**src/rtl/exe_mdu_pipe.sv**
```systemverilog
// exe_mdu_pipe: EXE-stage multiply/divide unit with architectural HI/LO.
//
// Ports:
//   clk            clock, all state changes on the rising edge
//   resetn         synchronous active-low reset
//   flush          EXE flush, aborts any operation without touching HI/LO
//   start          EXE instruction is an MDU op (looked at only in IDLE)
//   op[3:0]        0 MULT 1 MULTU 2 DIV 3 DIVU 4 MADD 5 MADDU 6 MSUB 7 MSUBU 8 MUL
//   a, b           operands; a also carries MTHI/MTLO data
//   ack            EXE stage advancing; commits a finished result
//   dis_wr         suppresses every HI/LO write
//   hi_we, lo_we   MTHI / MTLO requests (IDLE only)
//   stall          hold the pipeline (combinational)
//   done           result valid
//   mul_lo         low half of the product for MUL, valid while done
//   hi, lo         architectural HI/LO
module exe_mdu_pipe #(
    parameter int WIDTH      = 32,
    parameter int MUL_STAGES = 2,
    parameter int DIV_BITS   = 1
) (
    input  logic             clk,
    input  logic             resetn,
    input  logic             flush,
    input  logic             start,
    input  logic [3:0]       op,
    input  logic [WIDTH-1:0] a,
    input  logic [WIDTH-1:0] b,
    input  logic             ack,
    input  logic             dis_wr,
    input  logic             hi_we,
    input  logic             lo_we,
    output logic             stall,
    output logic             done,
    output logic [WIDTH-1:0] mul_lo,
    output logic [WIDTH-1:0] hi,
    output logic [WIDTH-1:0] lo
);

    localparam int W2      = 2 * WIDTH;
    localparam int DIV_CYC = WIDTH / DIV_BITS;
    localparam int CNT_W   = $clog2((DIV_CYC > MUL_STAGES) ? DIV_CYC : MUL_STAGES) + 1;

    localparam logic [3:0] OP_DIV  = 4'd2;
    localparam logic [3:0] OP_DIVU = 4'd3;
    localparam logic [3:0] OP_MUL  = 4'd8;

    typedef enum logic [1:0] {S_IDLE, S_MUL, S_DIV, S_DONE} state_t;

    state_t           state_reg, state_next;
    logic [CNT_W-1:0] cnt_reg;
    logic [3:0]       op_reg;
    logic             sgn_reg;
    logic [WIDTH-1:0] a_reg, b_reg;
    logic [W2-1:0]    acc_reg;
    logic [W2-1:0]    pipe_reg [MUL_STAGES];
    logic [WIDTH-1:0] q_reg, r_reg, dvs_reg;
    logic [WIDTH-1:0] hi_reg, lo_reg;

    // Input decode
    logic op_is_div, op_is_mul, accept;
    assign op_is_div = (op == OP_DIV) || (op == OP_DIVU);
    assign op_is_mul = (op <= OP_MUL) && !op_is_div;
    assign accept    = (state_reg == S_IDLE) && start && (op_is_mul || op_is_div);

    // Even op codes are the signed variants.
    logic             sgn_in;
    logic [WIDTH-1:0] a_abs, b_abs;
    assign sgn_in = ~op[0];
    assign a_abs  = (sgn_in && a[WIDTH-1]) ? -a : a;
    assign b_abs  = (sgn_in && b[WIDTH-1]) ? -b : b;

    logic mul_last, div_last;
    assign mul_last = (cnt_reg == CNT_W'(MUL_STAGES - 1));
    assign div_last = (cnt_reg == CNT_W'(DIV_CYC - 1));

    // FSM
    always_ff @(posedge clk) begin
        if (!resetn) state_reg <= S_IDLE;
        else         state_reg <= state_next;
    end

    always_comb begin
        state_next = state_reg;
        stall      = 1'b0;
        done       = 1'b0;
        case (state_reg)
            S_IDLE: begin
                if (accept) begin
                    stall      = 1'b1;
                    state_next = op_is_div ? S_DIV : S_MUL;
                end
            end
            S_MUL: begin
                stall = 1'b1;
                if (mul_last) state_next = S_DONE;
            end
            S_DIV: begin
                stall = 1'b1;
                if (div_last) state_next = S_DONE;
            end
            S_DONE: begin
                done = 1'b1;
                if (ack) state_next = S_IDLE;
            end
            default: state_next = S_IDLE;
        endcase
        if (flush) state_next = S_IDLE;
    end

    // Multiplier: full-width extension makes the truncated product correct
    // for both signed and unsigned operands.
    logic [W2-1:0] a_ext, b_ext, product;
    assign a_ext   = sgn_reg ? {{WIDTH{a_reg[WIDTH-1]}}, a_reg} : {{WIDTH{1'b0}}, a_reg};
    assign b_ext   = sgn_reg ? {{WIDTH{b_reg[WIDTH-1]}}, b_reg} : {{WIDTH{1'b0}}, b_reg};
    assign product = a_ext * b_ext;

    // Accumulate is folded into the last multiplier stage.
    function automatic logic [W2-1:0] mac(input logic [3:0] o, input logic [W2-1:0] acc,
                                          input logic [W2-1:0] p);
        case (o)
            4'd4, 4'd5: mac = acc + p;
            4'd6, 4'd7: mac = acc - p;
            default:    mac = p;
        endcase
    endfunction

    // Restoring divider: DIV_BITS quotient bits per cycle on magnitudes.
    logic [WIDTH-1:0] q_step, r_step, q_fin, r_fin;
    logic [WIDTH:0]   trial, diff;
    logic             neg_q, neg_r, div_zero;
    assign neg_q    = sgn_reg && (a_reg[WIDTH-1] ^ b_reg[WIDTH-1]);
    assign neg_r    = sgn_reg && a_reg[WIDTH-1];
    assign div_zero = (b_reg == '0);

    always_comb begin
        q_step = q_reg;
        r_step = r_reg;
        trial  = '0;
        diff   = '0;
        for (int k = 0; k < DIV_BITS; k++) begin
            trial  = {r_step, q_step[WIDTH-1]};
            q_step = {q_step[WIDTH-2:0], 1'b0};
            diff   = trial - {1'b0, dvs_reg};
            if (!diff[WIDTH]) begin
                r_step    = diff[WIDTH-1:0];
                q_step[0] = 1'b1;
            end else begin
                r_step = trial[WIDTH-1:0];
            end
        end
        // Sign fixup / divide-by-zero result applied on the final iteration.
        q_fin = div_zero ? '1    : (neg_q ? -q_step : q_step);
        r_fin = div_zero ? a_reg : (neg_r ? -r_step : r_step);
    end

    logic          res_is_div;
    logic [W2-1:0] res;
    assign res_is_div = (op_reg == OP_DIV) || (op_reg == OP_DIVU);
    assign res        = res_is_div ? {r_reg, q_reg} : pipe_reg[MUL_STAGES-1];

    // Datapath and HI/LO
    always_ff @(posedge clk) begin
        if (!resetn) begin
            cnt_reg <= '0;
            op_reg  <= '0;
            sgn_reg <= 1'b0;
            a_reg   <= '0;
            b_reg   <= '0;
            acc_reg <= '0;
            q_reg   <= '0;
            r_reg   <= '0;
            dvs_reg <= '0;
            hi_reg  <= '0;
            lo_reg  <= '0;
            for (int i = 0; i < MUL_STAGES; i++) pipe_reg[i] <= '0;
        end else begin
            if (accept) begin
                cnt_reg <= '0;
                op_reg  <= op;
                sgn_reg <= sgn_in;
                a_reg   <= a;
                b_reg   <= b;
                acc_reg <= {hi_reg, lo_reg};
                q_reg   <= a_abs;
                r_reg   <= '0;
                dvs_reg <= b_abs;
            end

            // Pipeline advances only while in MUL so the last stage holds in DONE.
            if (state_reg == S_MUL) begin
                cnt_reg     <= cnt_reg + CNT_W'(1);
                pipe_reg[0] <= (MUL_STAGES == 1) ? mac(op_reg, acc_reg, product) : product;
                for (int i = 1; i < MUL_STAGES; i++) begin
                    pipe_reg[i] <= (i == MUL_STAGES - 1) ? mac(op_reg, acc_reg, pipe_reg[i-1])
                                                         : pipe_reg[i-1];
                end
            end

            if (state_reg == S_DIV) begin
                cnt_reg <= cnt_reg + CNT_W'(1);
                q_reg   <= div_last ? q_fin : q_step;
                r_reg   <= div_last ? r_fin : r_step;
            end

            if (state_reg == S_DONE) begin
                if (ack && !flush && !dis_wr && (op_reg != OP_MUL)) begin
                    hi_reg <= res[W2-1:WIDTH];
                    lo_reg <= res[WIDTH-1:0];
                end
            end else if (state_reg == S_IDLE && !start && !flush && !dis_wr) begin
                if (hi_we) hi_reg <= a;
                if (lo_we) lo_reg <= a;
            end
        end
    end

    assign hi     = hi_reg;
    assign lo     = lo_reg;
    assign mul_lo = (state_reg == S_DONE && op_reg == OP_MUL) ? res[WIDTH-1:0] : '0;

endmodule

```
**config.mk**
```make
export PLATFORM = sky130hd
export DESIGN_NAME = exe_mdu_pipe
export DESIGN_NICKNAME = d
export VERILOG_FILES = /design/src/rtl/exe_mdu_pipe.sv
export SDC_FILE = /design/constraint.sdc
export NUM_CORES = 2
export LEC_CHECK = 0
export BUFFER_PORTS_ARGS = -buffer_cell sky130_fd_sc_hd__clkbuf_2
export CAP_MARGIN = 20
export CORE_AREA = 2 2 416 418
export CTS_CLUSTER_SIZE = 12
export DETAILED_ROUTE_END_ITERATION = 7
export DIE_AREA = 0 0 418 420
export PLACE_DENSITY_LB_ADDON = 0.2
export SYNTH_ARGS = -nofsm -noshare
export SYNTH_HDL_FRONTEND = slang
export SYNTH_SLANG_ARGS = --single-unit
export TNS_END_PERCENT = 10
```
**constraint.sdc**
```tcl
create_clock -name clk -period 15.3 [get_ports clk]
set_clock_uncertainty 0.1 [all_clocks]
set_input_delay 0.765 -clock clk [delete_from_list [all_inputs] [get_ports clk]]
set_output_delay 0.765 -clock clk [all_outputs]
set_load 0.005 [all_outputs]
```
==> impl_metrics.toml <==
[cts]
cts_buffers = 50
cts.path.max_buffers = 3
cts_max_level = 2
postCtsResizedCells = 0
cts_hold_buf = 0
cts_setup_buffers = 0
clk_latency_ns = 0.64
cts_num_sinks = 428
cts-root-buf = "clkbuf_16"
cts_tree = "done"
clkTransAtPathRegs_ns = 0.07

[floorplan]
start_util_pct = 43.7
num_rows = 152
core_mm2 = 0.171
die_h_um = 420
die_w_um = 418
io-pin-count = 174
dieArea_mm2 = 0.176

[synth]
synth_top_area_cell = "fa_1"
yosysWarnings = 0
synthArstFlopShare_pct = 0
ys_seq_elements = 428
syn_inst = 8528
synth_edf_count = 128
synth_top_area_share_pct = 37.9
syn_area_mm2 = 0.0747
syn_avg_cell_area_um2 = 8.76
ys_seq_area_share_pct = 13.2
synth_flop_cell = "dfxtp_1"
syn-num-nets = 10400
synthTopCellsByArea = "fa_1 (38%), dfxtp_1 (8.0%), inv_1 (7.9%)"
synth.distinct_cells = 93

[setup_path]
endpoint_kind = "flip-flop"
path_class = "flip-flop to flip-flop"
path_max_fanout = 19
start_kind = "flip-flop"
slowest_stage = "fa_1"
critPathMaxStageDelay_ns = 0.82
cp_common_cell = "fa_1"
cp.required_ns = 15.58
arrival_ns = 10.93

[flow_run]
drv_cap = 0

[drt]
post_drt_wl_per_cell_um = 24.5
vias = 59400
antenna_left = 0
first_pass_iters = 8
totalWireLength_um = 261000
drt_iter0_drc = 4909
drc = 1
vias_per_cell = 5.57

[timing]
rsz0062_at_grt = "false"
slew_violations = 0
worstMarginPinSlew_ns = 1.23
setup_viol = 0
fin_crit_ns = 10.65
hold_viol = 0
max_freq_mhz = 93.9
finalSetupTns_ns = 0
slew_headroom_pct = 17.6
period_share_pct = 69.6

[finish]
layout_common_cells = "inv_1 (1576), fa_1 (1414), nand2_1 (1127), and2_1 (601), a21oi_1 (521)"
largest_reg_flops = 128
final_common_cell = "inv_1"
area_delta_synth_final_pct = 5.98
fin_cells = 10700
drive_above_1_share_pct = 5.02
nets = 10300

[grt]
grt_pass1_wl_um = 397000
grt_pass1_vias = 62700
grt_max_degree = 107
grt_use_total_pct = 30.2
grt_remaining_overflow = 0
antenna_found_initial = 9

[place]
dpl.cell_count = 10600
gp_congestion = 0.969
post-dp-hpwl_um = 207000
placement.io_buffers = 173

[power_and_ir_drop]
ir_worst_vdd_mv = 0.0883
powerDensity_mw_per_mm2 = 46.6
leakagePower_nw = 38.5

[outcome]
status = "finished, violations left"
violations = "DRC"

[hold_path]
worstHoldPathType = "input port to flip-flop"
-- where the power goes --
part           total, mW  internal [mW]  switching [mW]  leakage, nW
Sequential          1.28           1.22          0.0635         3.78
Clock               1.26          0.706           0.550        0.820
Combinational       1.15          0.370           0.781         33.9
-- worst max-delay path: cells and delay by family, from the launching register on --
kind                       cells  cell delay (ns)
and+or+nand+nor                4             1.25
buffers and inverters          6             1.15
adders and majority gates     11             6.20
AOI/OAI and AO/OA              6             1.13
xor gates and xnor gates       1             0.09
DFF                            1             0.46
-- stage by stage --
stage	area (um2)	power, mW	util, %	setup slack [ns]	hold WS, ns
final	79200	3.69	46.3	4.65	0.284
after global routing	79200	3.87	46.3	4.12	0.281
after CTS	79200	3.69	46.3	4.62	0.254
after detailed placement	77500	2.44	45.3	4.62	0.347
after global placement	77500	2.43	45.3	4.71	0.343
after floorplan	74700	2.03	-	5.68	0.336
-- worst paths after layout --
check                              start                            end  slack, ns  cells past startpoint
setup / recovery    sgn_reg$_SDFFE_PN0P_  pipe_reg[0][63]$_SDFFCE_PN0P_       4.65                     28
hold / removal                     op[3]         op_reg[3]$_SDFFE_PN0P_       0.28                      3
hold reg to reg   a_reg[23]$_SDFFE_PN0P_         a_reg[23]$_SDFFE_PN0P_       0.35                      2
setup reg to reg    sgn_reg$_SDFFE_PN0P_  pipe_reg[0][63]$_SDFFCE_PN0P_       4.65                     28
-- synthesized netlist by cell type (11+ instances only) --
| cell type | instances |
|---|---|
| xor2_1 | 131 |
| o22ai_1 | 12 |
| edfxtp_1 | 128 |
| o21ai_0 | 161 |
| xnor2_1 | 209 |
| o31ai_1 | 40 |
| a311oi_1 | 42 |
| and2_1 | 600 |
| o21ai_1 | 26 |
| nand3b_1 | 12 |
| nand2_1 | 1130 |
| nand4_1 | 28 |
| o211ai_1 | 15 |
| nor2b_1 | 22 |
| or3_1 | 30 |
| clkbuf_1 | 442 |
| ha_1 | 425 |
| o21bai_1 | 22 |
| nand3_1 | 67 |
| nor3b_1 | 11 |
| inv_1 | 1577 |
| fa_1 | 1414 |
| o21a_1 | 37 |
| a21oi_1 | 523 |
| nor3_1 | 56 |
| nor2_1 | 426 |
| nand2b_1 | 28 |
| a211oi_1 | 90 |
| buf_1 | 23 |
| a21o_1 | 119 |
| a31oi_1 | 34 |
| or4_1 | 18 |
| and3_1 | 58 |
| dfxtp_1 | 300 |
| nor4_1 | 38 |
| mux2i_1 | 53 |
-- area by class of cell --
cell class / count / area (um2)
multi-input combinational: 6052 / 57300
sequential: 428 / 9860
clock inverter: 19 / 220
clock buffer: 74 / 1440
inverter: 1578 / 5930
fill: 16700 / 91800
timing repair buffer: 280 / 1670
tap: 2233 / 2790
antenna: 3 / 7.51
-- cell families after synthesis --
| logic type | after synthesis | synth area share (%) |
|---|---|---|
| buffers and inverters | 2048 | 10.3 |
| adder cells (fa/ha/maj) | 1841 | 45.0 |
| flip-flops | 428 | 13.2 |
| AND/OR/NAND/NOR | 2559 | 16.2 |
| AO/OA/AOI/OAI | 1252 | 10.5 |
| XOR/XNOR | 340 | 3.99 |
| multiplexers | 60 | 0.819 |
-- layer usage --
layer  routed length [um]  share of wire (%)  global-route usage (%)
met5                   24             0.0092                       0
met3                17600                6.7                    4.32
met1               105000                 40                    38.3
met2               126000                 48                    51.8
met4                12600                4.8                    12.2
Note: power is estimated with default switching activity, not from simulation.
